==> src/rtl/mem_arbiter.sv <==
// Arbiter sharing one single-port memory between the fetch (IF) and load/store (LS) ports.
// Optional IF starvation guard is enabled by defining MEM_ARB_FAIRNESS_EN.
module mem_arbiter #(
    parameter int ADDR_W     = 32,
    parameter int DATA_W     = 32,
    parameter int MEM_LAT    = 2,
    parameter int STARVE_MAX = 4
) (
    input  logic                i_clk,
    input  logic                i_reset,
    input  logic                i_if_req,
    input  logic [ADDR_W-1:0]   i_if_addr,
    output logic                o_if_gnt,
    output logic                o_if_rvalid,
    output logic [DATA_W-1:0]   o_if_rdata,
    input  logic                i_ls_req,
    input  logic                i_ls_we,
    input  logic [ADDR_W-1:0]   i_ls_addr,
    input  logic [DATA_W-1:0]   i_ls_wdata,
    input  logic [DATA_W/8-1:0] i_ls_bmask,
    output logic                o_ls_gnt,
    output logic                o_ls_rvalid,
    output logic [DATA_W-1:0]   o_ls_rdata,
    output logic                o_mem_en,
    output logic                o_mem_we,
    output logic [ADDR_W-1:0]   o_mem_addr,
    output logic [DATA_W-1:0]   o_mem_wdata,
    output logic [DATA_W/8-1:0] o_mem_bmask,
    input  logic [DATA_W-1:0]   i_mem_rdata,
    output logic                o_busy
);

    typedef enum logic [1:0] {IDLE, ISSUE, WAIT, RESP} state_t;

    state_t     state;
    logic       owner_ls;
    logic [3:0] lat_cnt;
    logic       arb_ok;
    logic       pick_ls;
    logic       resp_ls;
    logic       resp_if;

`ifdef MEM_ARB_FAIRNESS_EN
    localparam int SC_W = (STARVE_MAX < 1) ? 1 : $clog2(STARVE_MAX + 1);
    logic [SC_W-1:0] starve_cnt;

    // Once LS has won STARVE_MAX times in a row over a waiting IF, IF takes the next slot.
    assign pick_ls = i_ls_req && !(i_if_req && (starve_cnt == SC_W'(STARVE_MAX)));

    always_ff @(posedge i_clk or negedge i_reset) begin
        if (!i_reset) begin
            starve_cnt <= '0;
        end else if (o_ls_gnt) begin
            starve_cnt <= i_if_req ? starve_cnt + 1'b1 : '0;
        end else if (o_if_gnt) begin
            starve_cnt <= '0;
        end
    end
`else
    assign pick_ls = i_ls_req;
`endif

    // Grants are combinational and suppressed while reset is held so every output reads 0.
    assign arb_ok   = (state == IDLE) && i_reset;
    assign o_ls_gnt = arb_ok && pick_ls;
    assign o_if_gnt = arb_ok && !pick_ls && i_if_req;

    assign resp_ls     = (state == RESP) && owner_ls;
    assign resp_if     = (state == RESP) && !owner_ls;
    assign o_ls_rvalid = resp_ls;
    assign o_ls_rdata  = (resp_ls && !o_mem_we) ? i_mem_rdata : '0;
    assign o_if_rvalid = resp_if;
    assign o_if_rdata  = resp_if ? i_mem_rdata : '0;
    assign o_busy      = (state != IDLE);

    always_ff @(posedge i_clk or negedge i_reset) begin
        if (!i_reset) begin
            state       <= IDLE;
            owner_ls    <= 1'b0;
            lat_cnt     <= '0;
            o_mem_en    <= 1'b0;
            o_mem_we    <= 1'b0;
            o_mem_addr  <= '0;
            o_mem_wdata <= '0;
            o_mem_bmask <= '0;
        end else begin
            case (state)
                IDLE: begin
                    if (o_ls_gnt) begin
                        o_mem_we    <= i_ls_we;
                        o_mem_addr  <= i_ls_addr;
                        o_mem_wdata <= i_ls_wdata;
                        o_mem_bmask <= i_ls_bmask;
                        owner_ls    <= 1'b1;
                        o_mem_en    <= 1'b1;
                        state       <= ISSUE;
                    end else if (o_if_gnt) begin
                        o_mem_we    <= 1'b0;
                        o_mem_addr  <= i_if_addr;
                        o_mem_bmask <= '1;
                        owner_ls    <= 1'b0;
                        o_mem_en    <= 1'b1;
                        state       <= ISSUE;
                    end
                end
                ISSUE: begin
                    o_mem_en <= 1'b0;
                    lat_cnt  <= 4'(MEM_LAT - 1);
                    state    <= (MEM_LAT == 1) ? RESP : WAIT;
                end
                // Counter reaches zero on the cycle read data becomes valid.
                WAIT: begin
                    lat_cnt <= lat_cnt - 1'b1;
                    if (lat_cnt == 4'd1) begin
                        state <= RESP;
                    end
                end
                RESP: begin
                    state <= IDLE;
                end
                default: begin
                    state <= IDLE;
                end
            endcase
        end
    end

endmodule

==> config.mk <==
export PLATFORM = sky130hd
export DESIGN_NAME = mem_arbiter
export DESIGN_NICKNAME = d
export VERILOG_FILES = /design/src/rtl/mem_arbiter.sv
export SDC_FILE = /design/constraint.sdc
export NUM_CORES = 1
export LEC_CHECK = 0
export ABC_AREA = 1
export CAP_MARGIN = 20
export CORE_AREA = 2 2 108 110
export CTS_BUF_LIST = sky130_fd_sc_hd__clkbuf_2
export CTS_CLUSTER_SIZE = 40
export DETAILED_ROUTE_END_ITERATION = 6
export DIE_AREA = 0 0 110 112
export DONT_BUFFER_PORTS = 1
export PLACE_DENSITY_LB_ADDON = 0.08
export RECOVER_POWER = 100
export SYNTH_ARGS = -nofsm -noshare
export SYNTH_HDL_FRONTEND = slang
export SYNTH_SLANG_ARGS = --single-unit
==> constraint.sdc <==
create_clock -name i_clk -period 1.91 [get_ports i_clk]
set_clock_uncertainty 0.2 [all_clocks]
set_input_delay 0.382 -clock i_clk [delete_from_list [all_inputs] [get_ports i_clk]]
set_output_delay 0.382 -clock i_clk [all_outputs]
set_load 0.01 [all_outputs]
==> results.md <==
Cells and area:
- The area overhead of the layout relative to synthesis is 72.68%.
- The final layout contains 877 nets.
- For this run, the share of the core covered by cells in the final layout is 0.5988.
- In the final layout, the share of cells above drive strength 1 is 0.2683.
- 0 antenna diodes ended up in the layout.

Worst setup path:
- The logic depth of the worst register-to-register path is 12.
- By startpoint and endpoint, the worst setup path is classified as register to primary output.
- The element type at the critical path end is a primary output.
- The endpoint arrival time on the critical path is 1830 ps.
- The capture point of the critical path is o_if_rdata[24].
- The flop-to-flop setup slack is -70 ps.
- The critical path launch point is state[1].
- Data on the critical path is required at its endpoint by 1330 ps.
- In this run the critical register-to-register path is launched from state[0].
- In this run the critical register-to-register path is captured at o_mem_addr[28].
- STA classifies the critical path startpoint as a register.
- Along the worst path, the maximum fanout reaches 8.

GRT:
- The number of global-route vias before repair came to 4021.
- The number of antenna violations at the first check in global routing is 0.
- The wire length of the first global-routing pass is 20780 µm.
- In the global route stage, overall resource usage came out at 0.2235.
- Summed over all layers, the global routing overflow is 0.
- The pin count of the biggest net entering global routing is 79.

Power and ir drop:
- The switching fraction of total power is 0.4299.
- The share of total power dissipated in combinational logic is 0.451.
- Power spread over the standard cell area amounts to 1204 mW/mm².
- Of the total power, the clock network draws 0.132.
- The share of total power dissipated in sequential elements is 0.416.
- The analysis attributes to cell leakage a power of 3.488 nW.
- The power spent charging and discharging nets is 3.465 mW.
- The internal power consumption is 4.594 mW.
- VDD sags by at most 0.6664 mV.

Place:
- Prior to clock tree synthesis, the placed netlist has a worst setup slack of -100.5 ps.
- After legalization and detailed placement, the total HPWL measured 9241 µm.
- The number of I/O port buffers is 0.
- Routability-driven placement finished with a final weighted congestion of 0.7878.

CTS:
- No sink is reached through more buffers than the 2 on the longest clock path.
- The quantity of hold-fixing buffers added after cts is 103.
- The CTS tree is done.
- The H-tree level count is 3.
- The number of clock buffers inserted by TritonCTS is 9.
- The clock latency reported for the late side of the worst-skew pair is 530 ps.
- Clock tree synthesis found a total of 77 sinks.
- The cell sitting at the root of the clock tree is a clkbuf_2.
- The clock transition at the registers of the reported paths is 270 ps.

Synthesis:
- The sequential element share of the synthesized area is 0.4973.
- The flip-flop and latch count after synthesis is 77.
- Each instance of the synthesized netlist takes up on average 7.325 µm².
- Summing every instance area after synthesis gives 0.003875 mm².
- The Yosys warning count is 0.
- The instance count of the mapped netlist is 529.
- The number of different library cells in the post-synthesis netlist is 19.
- The number of nets in the synthesized netlist is 673.

Outcome:
- The run finished, with violations left.
- The checks that failed: hold timing, setup timing.

Routing:
- The per-cell via count in the routed design is 4.763.
- The final wirelength is 15690 µm.
- The detailed router placed 4196 vias in this run.
- The DRC marker count from the first detailed-route iteration is 251.
- In the final routed layout, each cell accounts on average for 17.81 µm.
- The first detailed-routing pass took 6 iterations.
- The DRC violation count after routing is 0.
- The count of nets left with antenna violations once routing finished came out at 0.

Die:
- The floorplan step defined a die boundary enclosing 0.01232 mm².
- The count of pins on the block boundary is 276.
- The vertical die dimension is 112 µm.
- The floorplan core area is 0.01117 mm².
- The initial utilization of the core area, before any placement, comes to 0.3468.
- The number of rows in the core area is 39.
- The floorplan step set the die width to 110 µm.

Timing:
- Setup repair after global routing could not meet its margin everywhere.
- Adding up every negative setup slack in the final design gives -31040 ps.
- The period utilization is 1.264.
- The final count of hold timing violations is 77.
- For the pin with the worst max-slew slack, the measured transition is 375.8 ps.
- Measured against its own limit, the worst slew margin works out to 0.7494.
- The highest achievable clock rate is 0.4143 GHz.
- The setup slack after layout is -503.5 ps.
- The tightest hold path in the finished design has a slack of -742.2 ps.
- Setup violations remaining at the end of the flow were counted as 84.
- The final-report max-slew violation count is 0.
- The final critical path time including I/O delays and setup is 2414 ps.

Flow run:
- The max-capacitance violation count is 0.

Hold path:
- The class of the most critical hold timing path is input port to asynchronous set/reset pin.
stage by stage:
step | cell area (µm²) | std cells | power (mW)
after CTS | 6037 | 857 | 7.433
after global routing | 6691 | 881 | 8.613
after detailed placement | 4638 | 730 | 5.852
final | 6691 | 881 | 8.059
after floorplan | 3875 | 529 | 4.736
after global placement | 4638 | 730 | 5.785
registers in the layout (all words and copies together), names as in the netlist:
signal       cells
o_mem_we         1
owner_ls         1
state            2
o_mem_en         1
o_mem_wdata     32
o_mem_bmask      4
lat_cnt          4
o_mem_addr      32
layout by cell type, fill, tap and decap left out, types with 7 or more instances in the layout:
cell | Yosys | layout
o211ai_1 | 32 | 32
clkbuf_2 | 0 | 9
nor2_1 | 83 | 35
inv_1 | 79 | 74
dfrtp_1 | 77 | 77
buf_4 | 5 | 65
nor2_2 | 0 | 33
dlygate4sd3_1 | 0 | 103
nor2_4 | 1 | 16
buf_12 | 0 | 7
buf_6 | 0 | 29
clkbuf_16 | 0 | 8
nand2_1 | 207 | 202
synthesized netlist by cell type:
master    instances  share of area
o21ai_0           5         0.0065
inv_2             2         0.0019
inv_1            79          0.077
clkbuf_1          8         0.0077
a21oi_1           2         0.0026
ha_1              7          0.023
dfrtp_1          77           0.50
buf_2            13          0.017
a21oi_2           1         0.0023
or2_2             1         0.0016
o211ai_1         32          0.062
nor2_4            1         0.0029
o21ai_1           1         0.0013
buf_4             5         0.0097
nor2_1           83          0.080
nor3_1            1         0.0013
nand2_1         207           0.20
xor2_1            1         0.0023
nand3_1           3         0.0039
worst min path at each step:
stage	end	slack, ps	cells after the start
global route	o_mem_addr[7]	-800	0
floorplan	lat_cnt[0]	-110	0
global placement	o_mem_addr[4]	-110	0
detailed placement	o_mem_addr[4]	-110	0
CTS	o_mem_addr[7]	-780	0
finish	o_mem_addr[9]	-740	0
power groups by stage:
stage | Combinational [mW] | Sequential, mW | Clock (mW)
floorplan | 1.60 | 3.13 | 0
global placement | 2.39 | 3.40 | 0
detailed placement | 2.46 | 3.39 | 0
CTS | 2.97 | 3.37 | 1.10
global route | 4.03 | 3.42 | 1.16
finish | 3.64 | 3.36 | 1.07
repair_timing:
item                       in CTS  in global routing
gates resized for setup        35                 92
hold endpoints to repair      147                 79
gates cloned                    3                 10
pin swaps                       3                 21
setup endpoints to repair     107                115
buffers inserted                5                 15
area by class of cell:
type	instances	area, µm²
clock buffers	9	45.04
clock inverters	7	97.59
fillers	944	4483
inverters	81	311.5
multi-input cells	345	1790
flip-flops and latches	77	1927
well taps	143	178.9
repair buffers	219	2341
kinds of logic (layout without fill, tap and decap cells):
logic type                 Yosys count  count (layout)  share of synthesized area
adders and majority gates            7               7                    0.02260
and+or+nand+nor                    296             296                     0.2906
buffers and inverters              107             316                     0.1127
AOI/OAI and AO/OA                   41              41                    0.07459
DFF                                 77              77                     0.4973
xor gates and xnor gates             1               1                   0.002261
critical path, stage by stage, from the launching register on:
cell       delay (ps)
dfrtp_1           470
ha_4              170
buf_4             130
nand2_8            80
clkbuf_16         180
nor2_1            120
buf_4             140
routing by layer:
| layer | routed length (µm) | share of wire | track usage | vias to the layer above |
|---|---|---|---|---|
| met3 | 994 | 0.063 | 0.04625 | 46 |
| met5 | 0 | 0 | 0 | - |
| li1 | - | - | - | 1992 |
| met1 | 5670 | 0.36 | 0.2347 | 1966 |
| met4 | 610 | 0.039 | 0.1030 | 0 |
| met2 | 8414 | 0.54 | 0.4151 | 192 |
Power figures use the tool's default switching activity.
